<file path="config.mk">
export PLATFORM = sky130hd
export DESIGN_NAME = alu_secuencial
export DESIGN_NICKNAME = d
export VERILOG_FILES = /design/src/rtl/alu_pkg.sv /design/src/rtl/adder_substractor.sv /design/src/rtl/alu_muldiv_iter.sv /design/src/rtl/alu_secuencial.sv
export SDC_FILE = /design/constraint.sdc
export NUM_CORES = 1
export LEC_CHECK = 0
export CORE_ASPECT_RATIO = 1.2
export CORE_UTILIZATION = 40
export CTS_CLUSTER_DIAMETER = 100
export DETAILED_ROUTE_END_ITERATION = 10
export SLEW_MARGIN = 5
export SYNTH_ARGS = -nofsm -noshare
export SYNTH_HDL_FRONTEND = slang
export SYNTH_SLANG_ARGS = --single-unit
</file>
<file path="constraint.sdc">
create_clock -name clk -period 5.1 [get_ports clk]
set_clock_uncertainty 0.15 [all_clocks]
set_input_delay 1.275 -clock clk [delete_from_list [all_inputs] [get_ports clk]]
set_output_delay 1.275 -clock clk [all_outputs]
set_load 0.005 [all_outputs]
</file>
<file path="src/rtl/alu_pkg.sv">
// Shared opcodes, FSM state and flag types for alu_secuencial.
package alu_pkg;

  localparam logic [5:0] OP_ADD = 6'b000001;
  localparam logic [5:0] OP_SUB = 6'b000010;
  localparam logic [5:0] OP_AND = 6'b000011;
  localparam logic [5:0] OP_OR  = 6'b000100;
  localparam logic [5:0] OP_XOR = 6'b000101;
  localparam logic [5:0] OP_SHL = 6'b000110;
  localparam logic [5:0] OP_SHR = 6'b000111;
  localparam logic [5:0] OP_SRA = 6'b001000;
  localparam logic [5:0] OP_MUL = 6'b001001;
  localparam logic [5:0] OP_DIV = 6'b001010;

  typedef enum logic {IDLE, CALC} alu_estado_t;

  typedef struct packed {
    logic N;
    logic Z;
    logic C;
    logic V;
  } alu_flags_t;

  function automatic logic es_muldiv(input logic [5:0] op);
    return (op == OP_MUL) || (op == OP_DIV);
  endfunction

endpackage

</file>
<file path="src/rtl/adder_substractor.sv">
// Combinational n-bit adder/subtractor: resta=1 computes a + ~b + 1.
module adder_substractor #(
  parameter int n = 32
) (
  input  logic [n-1:0] a,
  input  logic [n-1:0] b,
  input  logic         resta,
  output logic [n-1:0] resultado,
  output logic         carry,
  output logic         overflow
);

  logic [n-1:0] b_efectivo;

  // Invert B for subtraction; carry-out then means "no borrow".
  always_comb begin
    b_efectivo = resta ? ~b : b;
    {carry, resultado} = {1'b0, a} + {1'b0, b_efectivo} + {{n{1'b0}}, resta};
    overflow = (a[n-1] == b_efectivo[n-1]) && (resultado[n-1] != a[n-1]);
  end

endmodule

</file>
<file path="src/rtl/alu_muldiv_iter.sv">
// Iterative unsigned MUL (shift-add) and DIV (restoring), one bit per step.
// Present only when ALU_MULDIV_EN is defined.
`ifdef ALU_MULDIV_EN
module alu_muldiv_iter #(
  parameter int n = 32
) (
  input  logic         clk,
  input  logic         rst,
  input  logic         cargar,
  input  logic         paso,
  input  logic         es_div_in,
  input  logic [n-1:0] a,
  input  logic [n-1:0] b,
  output logic         ultimo,
  output logic         es_div,
  output logic         b_cero,
  output logic [n-1:0] lo_sig,
  output logic [n-1:0] hi_sig
);

  localparam int CW = $clog2(n) + 1;

  logic [n-1:0]  acc;
  logic [n-1:0]  q;
  logic [n-1:0]  op_b;
  logic [CW-1:0] cnt;
  logic [n:0]    suma;
  logic [n:0]    desp;
  logic [n:0]    dif;

  assign ultimo = (cnt == CW'(1));
  assign b_cero = (op_b == '0);

  // Next accumulator/shift-register values for the current step; the top
  // registers these directly on the final step.
  always_comb begin
    suma = {1'b0, acc} + (q[0] ? {1'b0, op_b} : '0);
    desp = {acc, q[n-1]};
    dif  = desp - {1'b0, op_b};
    if (es_div) begin
      hi_sig = dif[n] ? desp[n-1:0] : dif[n-1:0];
      lo_sig = {q[n-2:0], ~dif[n]};
    end else begin
      hi_sig = suma[n:1];
      lo_sig = {suma[0], q[n-1:1]};
    end
  end

  // Operand capture at acceptance, then one iteration per CALC cycle.
  always_ff @(posedge clk) begin
    if (rst) begin
      acc    <= '0;
      q      <= '0;
      op_b   <= '0;
      cnt    <= '0;
      es_div <= 1'b0;
    end else if (cargar) begin
      acc    <= '0;
      q      <= a;
      op_b   <= b;
      cnt    <= CW'(n);
      es_div <= es_div_in;
    end else if (paso) begin
      acc <= hi_sig;
      q   <= lo_sig;
      cnt <= cnt - CW'(1);
    end
  end

endmodule
`endif

</file>
<file path="src/rtl/alu_secuencial.sv">
// Registered ALU with start/done handshake and NZCV flags.
// Define ALU_MULDIV_EN to compile in the iterative MUL/DIV path.
module alu_secuencial
  import alu_pkg::*;
#(
  parameter int n = 32
) (
  input  logic         clk,
  input  logic         rst,
  input  logic         start,
  input  logic [5:0]   control,
  input  logic [n-1:0] A,
  input  logic [n-1:0] B,
  output logic         busy,
  output logic         done,
  output logic [n-1:0] salida,
  output logic [n-1:0] salida_alta,
  output logic         N,
  output logic         Z,
  output logic         C,
  output logic         V,
  output logic         invalido
);

  localparam int SH = $clog2(n);

  alu_estado_t  estado, estado_sig;
  alu_flags_t   flags, flags_d, fl_uno;
  logic [n-1:0] salida_d, alta_d, res_uno;
  logic [n-1:0] suma_res;
  logic         suma_c, suma_v;
  logic         done_d, inv_d, inv_uno;
  logic         arranca_md;
  logic [SH-1:0] sh;

  assign sh = B[SH-1:0];
  assign {N, Z, C, V} = flags;

  adder_substractor #(.n(n)) u_addsub (
    .a         (A),
    .b         (B),
    .resta     (control == OP_SUB),
    .resultado (suma_res),
    .carry     (suma_c),
    .overflow  (suma_v)
  );

`ifdef ALU_MULDIV_EN
  logic [n-1:0] md_lo, md_hi;
  logic         md_ultimo, md_es_div, md_b_cero, md_cargar;

  assign arranca_md = es_muldiv(control);
  assign md_cargar  = (estado == IDLE) && start && arranca_md;
  assign busy       = (estado == CALC);

  alu_muldiv_iter #(.n(n)) u_muldiv (
    .clk       (clk),
    .rst       (rst),
    .cargar    (md_cargar),
    .paso      (estado == CALC),
    .es_div_in (control == OP_DIV),
    .a         (A),
    .b         (B),
    .ultimo    (md_ultimo),
    .es_div    (md_es_div),
    .b_cero    (md_b_cero),
    .lo_sig    (md_lo),
    .hi_sig    (md_hi)
  );
`else
  assign arranca_md = 1'b0;
  assign busy       = 1'b0;
`endif

  // Single-cycle result and flags; MUL/DIV codes decode as invalid here.
  always_comb begin
    res_uno = '0;
    fl_uno  = '0;
    inv_uno = 1'b0;
    case (control)
      OP_ADD, OP_SUB: begin
        res_uno  = suma_res;
        fl_uno.C = suma_c;
        fl_uno.V = suma_v;
      end
      OP_AND: res_uno = A & B;
      OP_OR:  res_uno = A | B;
      OP_XOR: res_uno = A ^ B;
      // An extra bit beside the operand catches the last bit shifted out.
      OP_SHL: {fl_uno.C, res_uno} = {1'b0, A} << sh;
      OP_SHR: {res_uno, fl_uno.C} = {A, 1'b0} >> sh;
      OP_SRA: {res_uno, fl_uno.C} = $signed({A, 1'b0}) >>> sh;
      default: inv_uno = 1'b1;
    endcase
    if (!inv_uno) begin
      fl_uno.N = res_uno[n-1];
      fl_uno.Z = (res_uno == '0);
    end
  end

  // Next state and next registered outputs; outputs hold unless completing.
  always_comb begin
    estado_sig = estado;
    salida_d   = salida;
    alta_d     = salida_alta;
    flags_d    = flags;
    inv_d      = invalido;
    done_d     = 1'b0;
    case (estado)
      IDLE: begin
        if (start) begin
          if (arranca_md) begin
            estado_sig = CALC;
          end else begin
            salida_d = res_uno;
            alta_d   = '0;
            flags_d  = fl_uno;
            inv_d    = inv_uno;
            done_d   = 1'b1;
          end
        end
      end
      CALC: begin
`ifdef ALU_MULDIV_EN
        if (md_ultimo) begin
          estado_sig = IDLE;
          salida_d   = md_lo;
          alta_d     = md_hi;
          flags_d.N  = md_lo[n-1];
          flags_d.Z  = (md_lo == '0);
          flags_d.C  = !md_es_div && (md_hi != '0);
          flags_d.V  = md_es_div && md_b_cero;
          inv_d      = 1'b0;
          done_d     = 1'b1;
        end
`else
        estado_sig = IDLE;
`endif
      end
      default: estado_sig = IDLE;
    endcase
  end

  // State and output registers with synchronous reset.
  always_ff @(posedge clk) begin
    if (rst) begin
      estado      <= IDLE;
      salida      <= '0;
      salida_alta <= '0;
      flags       <= '0;
      invalido    <= 1'b0;
      done        <= 1'b0;
    end else begin
      estado      <= estado_sig;
      salida      <= salida_d;
      salida_alta <= alta_d;
      flags       <= flags_d;
      invalido    <= inv_d;
      done        <= done_d;
    end
  end

endmodule

</file>
## Yosys cells after proc, flatten, opt, wreduce, memory -nomap -nowiden

Index checks and enable logic that the tools add are counted.

| operators by class | value |
|---|---|
| reduce and logical (&&, ||, !) cells | 4 |
| bitwise gates (word level) | 4 |
| add/sub/neg operators | 2 |
| eq/ne operators | 10 |
| multiplexer cells | 7 |
| shifts and indexed selects | 3 |

Operators by type and width:

| cell | number |
|---|---|
| $pmux 32 s7 | 1 |
| $add 32x32->33 | 1 |
| $add 33x1->33 | 1 |
| $shl 32x5->33 | 1 |
| $shr 33x5->33 | 1 |
| $sshr 33x5->33 | 1 |
| $and 32x32->32 | 1 |
| $logic_not 32->1 | 1 |
| $mux 32 | 1 |
| $not 32->32 | 1 |
| $or 32x32->32 | 1 |
| $xor 32x32->32 | 1 |
| $eq 6x3->1 const B | 4 |
| $eq 6x2->1 const B | 2 |
| $reduce_or 8->1 | 1 |
| $eq 6x1->1 const B | 1 |
| $eq 6x4->1 const B | 1 |
| $pmux 1 s4 | 1 |
| $mux 1 | 3 |
| $mux 2 | 1 |
| $reduce_or 2->1 | 1 |
| $eq 1x1->1 | 1 |
| $logic_and 1x1->1 | 1 |
| $ne 1x1->1 | 1 |

| storage, ports and cells | value |
|---|---|
| input bits | 73 |
| bits in registers | 38 |

## Logic depth before layout (Yosys ltp)

Gate-level depths: netlist of run 1.

| logic depth | value |
|---|---|
| depth after elaboration | 7 |
| gate-level depth with buffers | 18 |
| gate-level depth less buffers | 14 |

## Modules after synthesis

Synthesis of run 1 repeated with hierarchy kept, for this count alone.

| unflattened totals | value |
|---|---|
| cells, all modules | 1379 |
| area, all modules | 10506.3 µm² |

By module, submodules not included:

| module | times used | cells an instance | seq. area each (µm²) | area each (µm²) |
|---|---|---|---|---|
| alu_secuencial | 1 | 1103 | 760.7 | 8523.2 |
| adder_substractor | 1 | 276 | 0.0 | 1983.2 |

## Worst setup path before layout of run 1

OpenSTA, ideal clock, no wires.

| timing path | value |
|---|---|
| kind | input-to-reg |
| from | input B[3] |
| to | register flags, in the netlist Z |
| setup slack | -12 ps |
| library setup time | 59 ps |
| required time | 4891 ps |
| buffers on the path | 5 |
| arrival time | 4903 ps |
| stages on the path | 17 |
| path through | buf_2 > buf_2 > buf_2 > buf_1 > buf_1 > xnor2_1 > ha_1 > and3_1 > a221oi_2 > o21ai_1 > a31o_2 > xor2_1 > a221oi_1 > nand4_1 > nor4_1 > nand4_1 > nand2_1 |

| between the ends | value |
|---|---|
| word-level cells in the longest chain between the ends | 7 |
| elaborated cells on any way between the ends | 13 |
| those cells by class | add/sub (2); shift (3); mux (3); bitwise (4); reduce/logical (1) |

Ends and longest elaborated chain:

| element | RTL line | text |
|---|---|---|
| start: declaration | alu_secuencial.sv:13 | `input logic [n-1:0] B,` |
| $not 32->32 | adder_substractor.sv:17 | `b_efectivo = resta ? ~b : b;` |
| $mux 32 | adder_substractor.sv:17 |  |
| $add 32x32->33 | adder_substractor.sv:18 | `{carry, resultado} = {1'b0, a} + {1'b0, b_efectivo} + {{n{1'b0}}, resta};` |
| $add 33x1->33 | adder_substractor.sv:18 |  |
| $pmux 32 s7 * | alu_secuencial.sv:80 | `case (control)` |
| $logic_not 32->1 * | alu_secuencial.sv:97 | `fl_uno.Z = (res_uno == '0);` |
| $mux 2 * | alu_secuencial.sv:95 | `if (!inv_uno) begin` |
| end signal: assignment | alu_secuencial.sv:157 | `flags <= flags_d;` |
| end: declaration | alu_secuencial.sv:28 | `alu_flags_t flags, flags_d, fl_uno;` |

Mark *: on every way between the ends. The rest lies on a longest branch, timed or not.
A chain may end at the register's enable or synchronous reset.

## Worst setup path in the final report of run 1

| timing path | value |
|---|---|
| from | input control[0] |
| to | register flags, in the netlist Z |

| between the ends | value |
|---|---|
| word-level cells in the longest chain between the ends | 7 |
| elaborated cells on any way between the ends | 16 |
| those cells by class | add/sub (2); eq/ne (8); mux (3); reduce/logical (3) |

Ends and longest elaborated chain:

| element | RTL line | text |
|---|---|---|
| start: declaration | alu_secuencial.sv:11 | `input logic [5:0] control,` |
| $eq 6x2->1 | alu_secuencial.sv:42, alu_secuencial.sv:80 |  |
| $mux 32 | adder_substractor.sv:17 |  |
| $add 32x32->33 | adder_substractor.sv:18 |  |
| $add 33x1->33 | adder_substractor.sv:18 |  |
| $pmux 32 s7 | alu_secuencial.sv:80 |  |
| $logic_not 32->1 | alu_secuencial.sv:97 |  |
| $mux 2 * | alu_secuencial.sv:95 |  |

Marked as above.

==> results of run 1 <==
==> area by class of cell <==
class | count | area [um2] | area share, %
sequential | 38 | 760.7 | 5.200
inverter | 75 | 281.5 | 1.924
tap | 335 | 419.2 | 2.865
multi-input combinational | 1114 | 9269 | 63.35
timing repair buffer | 429 | 3701 | 25.30
clock inverter | 2 | 60.06 | 0.4105
clock buffer | 6 | 138.9 | 0.9493
==> state kept, by name, summed over array words and instances, names as in the netlist <==
register  flops
salida       32
N             1
done          1
C             1
invalido      1
V             1
Z             1
==> metrics by stage <==
step	worst slack (ns)	cell area (um2)
floorplan	0.01260	10890
CTS	-0.004461	14470
detailed placement	-1.078	14060
finish	0.1418	14630
global route	0.001717	14630
global placement	-1.075	14060
==> cells by family (layout without fill, tap and decap cells) <==
logic type	count (synthesis)	after routing
AOI/OAI and AO/OA	398	398
xor gates and xnor gates	49	49
adders and majority gates	100	100
buffers and inverters	238	512
DFF	38	38
muxes	154	154
other	1	33
and+or+nand+nor	380	380
==> cells in the mapped netlist, types with 28 or more instances <==
cell type  number  area [um2]
dfxtp_1        38       760.7
nand3_1        28       140.1
mux2i_1        63       630.6
nor2_1        107       401.6
nor3_1         38       190.2
mux4_2         69        1554
a211oi_1       37       277.8
clkbuf_1       82       307.8
buf_4          39       292.8
xnor2_1        43       376.6
nand2_1       101       379.1
ha_1           99        1239
inv_1          71       266.5
a21oi_1        53       265.3
o21ai_0        43       215.2
==> layer usage <==
layer / wire length [um] / up-vias / GRT usage [%]
met5: 0 / - / 0
met4: 2987 / 0 / 19.17
met3: 2942 / 152 / 2.764
met2: 23780 / 585 / 60.35
met1: 19720 / 6064 / 45.01
li1: - / 5730 / -
==> final timing paths <==
kind / startpoint / end / slack (ns) / depth (start not counted)
min: N / N / 0.30 / 1
max: control[0] / Z / 0.14 / 17
min reg2reg: N / N / 0.30 / 1
max reg2reg: C / C / 4.16 / 3
==> cells in the final DEF, fill, tap and decap left out, types with 13 or more instances in the layout <==
cell / n
a21o_1: 25
dfxtp_1: 38
xnor2_1: 40
buf_12: 14
nor2_1: 104
mux2_1: 13
o21ai_1: 19
mux4_2: 69
o21a_1: 16
o22ai_1: 20
and2_1: 14
buf_4: 303
nor3_1: 38
inv_1: 71
mux2i_1: 63
o211ai_1: 24
a211oi_1: 31
clkdlybuf4s50_1: 101
o21ai_0: 40
nand3_1: 28
nand2_1: 100
a21oi_1: 50
nand4_1: 19
conb_1: 33
ha_1: 98
a221oi_1: 20
==> report_power, final <==
group,total (W),switching (W),internal (W),leakage (nW)
registers,0.000315,0.00000561,0.000309,0.311
logic,0.00133,0.000701,0.000629,6.04
clock network,0.000409,0.000116,0.000293,0.0971
total,0.00205,0.000822,0.00123,6.45
==> repair_timing <==
item,4_1_cts,5_1_grt
gates resized for setup,33,24
setup buffers,4,4
gates cloned,0,1
setup endpoints to repair,6,8
pin swaps,10,15
==> results.json, run 1 <==
{
  "routedWlPerCell_um": 24.73,
  "nets": 1836,
  "cts_num_sinks": 38,
  "grt_usage_pct": 35.88,
  "gp_congestion": 1.050,
  "outcome": "finished, final reports clean",
  "netlist_area_um2": 10770,
  "portBuffers": 110,
  "path_cells": "clkdlybuf4s50_1 > buf_4 > nand2b_2 > o31ai_4 > fa_2 > a21o_1 > a221oi_4 > buf_4 > o221a_2 > o31a_1 > xnor2_2 > a221oi_2 > nand4bb_1 > nor4_1 > buf_4 > nand4_1 > nand2_1",
  "clk_pin_slew_ns": 0.05,
  "path_class": "in -> reg",
  "synthArstFlopShare_pct": 0,
  "antennaDiodeCount": 0,
  "core_region_area_um2": 26350,
  "holdWs_ns": 0.3004,
  "synth_mux_area_share_pct": 22.59,
  "cts_tree": "yes",
  "tightest_slew_ns": 0.8735,
  "num-fill-cells": 2520,
  "timing.final.hold_violations": 0,
  "die_width_um": 151.8,
  "grt_antenna_before_repair": 0,
  "core.rowCount": 65,
  "period_share_pct": 97.22,
  "grt_max_degree": 43,
  "hold_class": "reg -> reg",
  "drive_above_1_share_pct": 27.76,
  "synth_enable_flop_cells": 0,
  "setup_tns_ns": 0,
  "ctsHoldBuffers": 0,
  "ys_seq_area_share_pct": 7.065,
  "dp_cells": 1982,
  "synth.distinct_cells": 93,
  "critPathMaxFanout": 11,
  "slew_headroom_pct": 41.55,
  "yosysWarnings": 0,
  "crit_path_frequent_cell": "buf_4",
  "clockBufferDepth": 2,
  "synth_compound_area_share_pct": 26.91,
  "cp-end-kind": "flop",
  "die_y_um": 181.7,
  "rsz0062_at_grt": "false",
  "cts_buffers": 5,
  "vias": 12530,
  "io_pins": 144,
  "powerDensity_nw_per_um2": 140.3,
  "slew_violations": 0,
  "fmaxAchievable_mhz": 201.7,
  "avgSynthCellArea_um2": 7.929,
  "min_period_ns": 4.958,
  "ant_nets": 0,
  "worstSetupStartpointType": "input pin",
  "synth_xor_area_share_pct": 3.986,
  "ctsHtreeMaxLevel": 2,
  "crit_family": "compound AO/OA/AOI/OAI gates",
  "firstDrtPassIters": 5,
  "crit_slowest_cell": "clkdlybuf4s50_1",
  "insertion_delay_ns": 0.28,
  "final_util_pct": 55.52,
  "area_delta_synth_final_pct": 35.87,
  "fin_cells": 1999,
  "required_ns": 5.18,
  "vias_per_cell": 6.269,
  "netlist_instances": 1358,
  "finalPower_w": 0.002053,
  "slowest_delay_ns": 0.53,
  "yosys_most_used_dff": "dfxtp_1",
  "power_leakage_nw": 6.446,
  "drt_iter0_markers": 1105,
  "overflow": 0,
  "setup_viol": 0,
  "cts-root-buf": "clkbuf_16",
  "routed_wl_um": 49430,
  "yosys.area_share.adder_pct": 11.69,
  "initial_core_util_pct": 40.86,
  "crit_buf_inv": 4,
  "ir_worst_vdd_mv": 0.1325,
  "grt_pass1_vias": 12090,
  "maxCapViolCount": 0,
  "fp.dieArea_um2": 27580,
  "synth_simple_gate_area_share_pct": 17.21,
  "hpwlAfterDp_um": 41000,
  "synth_top_family_by_area": "compound AO/OA/AOI/OAI gates",
  "drc_errors": 0,
  "cp.arrival_ns": 5.04,
  "grt_pass1_wl_um": 73950,
  "synth-seq-cells": 38
}
Note: power is estimated with default switching activity, not from simulation.
==> inputs of run 2 (changes only) <==
--- a/config.mk
+++ b/config.mk
@@ -5,10 +5,12 @@
 export SDC_FILE = /design/constraint.sdc
 export NUM_CORES = 1
 export LEC_CHECK = 0
+export ABC_CLOCK_PERIOD_IN_PS = 5100
 export CORE_ASPECT_RATIO = 1.2
 export CORE_UTILIZATION = 40
 export CTS_CLUSTER_DIAMETER = 100
 export DETAILED_ROUTE_END_ITERATION = 10
+export RECOVER_POWER = 25
 export SLEW_MARGIN = 5
 export SYNTH_ARGS = -nofsm -noshare
 export SYNTH_HDL_FRONTEND = slang
==> results.json, run 2 (synthesis results as in run 1) <==
{
  "firstDrtPassIters": 5,
  "required_ns": 5.18,
  "largest_register_ffs": 32,
  "fmaxAchievable_mhz": 201.7,
  "reg2reg_from": "C",
  "place_ws_ns": -1.078,
  "routed_wl_um": 49450,
  "final_cell_mix": "302 x buf_4, 104 x nor2_1, 100 x nand2_1, 98 x ha_1, 83 x clkdlybuf4s50_1",
  "ant_nets": 0,
  "gp_congestion": 1.050,
  "core_region_area_um2": 26350,
  "combinationalPowerShare_pct": 64.7,
  "cp-end-kind": "flop",
  "grt_pass1_vias": 12090,
  "num-fill-cells": 2519,
  "cts-root-buf": "clkbuf_16",
  "crit_family": "compound AO/OA/AOI/OAI gates",
  "multi_input_area_um2": 9269,
  "crit_buf_inv": 4,
  "grt_max_degree": 43,
  "insertion_delay_ns": 0.28,
  "finalPower_w": 0.002050,
  "seqCellArea_um2": 760.7,
  "powerDensity_nw_per_um2": 140.2,
  "maxCapViolCount": 0,
  "nets": 1836,
  "fp.dieArea_um2": 27580,
  "drc_errors": 0,
  "power_switching_w": 0.0008218,
  "portBuffers": 110,
  "die_width_um": 151.8,
  "cts_buffers": 5,
  "worstSetupStartpointType": "input pin",
  "period_share_pct": 97.23,
  "grt_antenna_before_repair": 0,
  "timing.final.hold_violations": 0,
  "setup_viol": 0,
  "crit_slowest_cell": "clkdlybuf4s50_1",
  "drt_iter0_markers": 1125,
  "cp.arrival_ns": 5.04,
  "ir_worst_vdd_mv": 0.1325,
  "top_register": "salida",
  "crit_path_frequent_cell": "buf_4",
  "clkPwrFrac_pct": 19.9,
  "outcome": "finished, final reports clean",
  "die_y_um": 181.7,
  "critPathMaxFanout": 11,
  "power_leakage_nw": 6.492,
  "cts_tree": "yes",
  "slew_violations": 0,
  "io_pins": 144,
  "rsz0062_at_grt": "false",
  "final_util_pct": 55.51,
  "routedWlPerCell_um": 24.74,
  "final_common_cell": "buf_4",
  "grt_pass1_wl_um": 73950,
  "clockBufferDepth": 2,
  "area_delta_synth_final_pct": 35.84,
  "hp-start": "N",
  "grt_usage_pct": 35.88,
  "ctsHoldBuffers": 0,
  "overflow": 0,
  "clk_pin_slew_ns": 0.06,
  "path_class": "in -> reg",
  "ctsHtreeMaxLevel": 2,
  "core.rowCount": 65,
  "cts_num_sinks": 38,
  "slowest_delay_ns": 0.53,
  "tightest_slew_ns": 1.066,
  "power.internal_w": 0.001229,
  "vias_per_cell": 6.257,
  "drive_above_1_share_pct": 27.70,
  "initial_core_util_pct": 40.86,
  "postLayoutSetupSlackWorst_ns": 0.1414,
  "worstSetupStartpoint": "control[0]",
  "sw_frac_of_total_pct": 40.08,
  "antennaDiodeCount": 0,
  "min_period_ns": 4.959,
  "slew_headroom_pct": 28.91,
  "pwr-share-seq_pct": 15.3,
  "hold_class": "reg -> reg",
  "vias": 12510,
  "path_cells": "clkdlybuf4s50_1 > buf_4 > nand2b_2 > o31ai_4 > fa_2 > a21o_1 > a221oi_4 > buf_4 > o221a_2 > o31a_1 > xnor2_2 > a221oi_2 > nand4bb_1 > nor4_1 > buf_4 > nand4_1 > nand2_1",
  "hpwlAfterDp_um": 41000
}
[run 2: area by class of cell]
type | count | share of cell area [%]
clock buffers | 6 | 0.9495
flip-flops and latches | 38 | 5.201
repair buffers | 429 | 25.28
clock inverters | 2 | 0.4106
well taps | 335 | 2.866
multi-input cells | 1114 | 63.37
inverters | 75 | 1.925
[run 2: worst register-to-register path, cell delays in order, from the launching register on]
cell and delay (ns):
dfxtp_1 0.32, nor2_1 0.04, a211o_1 0.28, o21ai_1 0.08
[run 2: final timing paths]
path / cells after the start / slack, ns / end
max: 17 / 0.14 / Z
min reg2reg: 1 / 0.30 / N
max reg2reg: 3 / 4.16 / C
min: 1 / 0.30 / N
[run 2: repair_timing]
item | 4_1_cts | 5_1_grt
cloned | 0 | 1
setup buffers | 4 | 4
gates resized for setup | 33 | 24
endpoints found under the setup margin | 6 | 8
pin swaps | 10 | 15
[run 2: power groups by stage]
stage	clock network, W	logic (W)	registers [W]
4_1_cts	0.000416	0.00129	0.000315
5_1_grt	0.000432	0.00141	0.000316
3_3_place_gp	0	0.00125	0.000321
2_1_floorplan	0	0.000695	0.000322
6_report	0.000409	0.00133	0.000314
3_5_place_dp	0	0.00126	0.000321
[run 2: through the flow]
stage	instances	hold WS (ns)	TNS, ns	instance area [um2]
2_1_floorplan	1390	0.2845	0	10890
3_3_place_gp	1982	0.2874	-5.597	14060
3_5_place_dp	1982	0.2939	-5.633	14060
4_1_cts	1994	0.3068	-0.004461	14470
5_1_grt	1999	0.3218	0	14630
6_report	1999	0.3002	0	14630
[run 2: layer usage]
metal	track usage, %	wire (um)	up-vias	part of all wire, %
met3	2.764	3035	158	6.1
met5	0	0	-	0
met1	45.01	19650	6027	40
li1	-	-	5731	-
met4	19.17	3045	0	6.2
met2	60.35	23710	591	48
==> inputs of run 3 (changes only) <==
==> constraint.sdc (replaced) <==
create_clock -name clk -period 5.1 [get_ports clk]
set_clock_uncertainty 0.15 [all_clocks]
set_input_delay 1.275 -clock clk [delete_from_list [all_inputs] [get_ports clk]]
set_output_delay 1.275 -clock clk [all_outputs]
set_load 0.05 [all_outputs]
==> results of run 3 <==
Same layout as run 2 (identical final DEF). Status: finished, final reports clean.
Main changes from that run: total power 0.002050 W -> 0.002138 W; worst IR drop on VDD 0.1325 mV -> 0.1370 mV
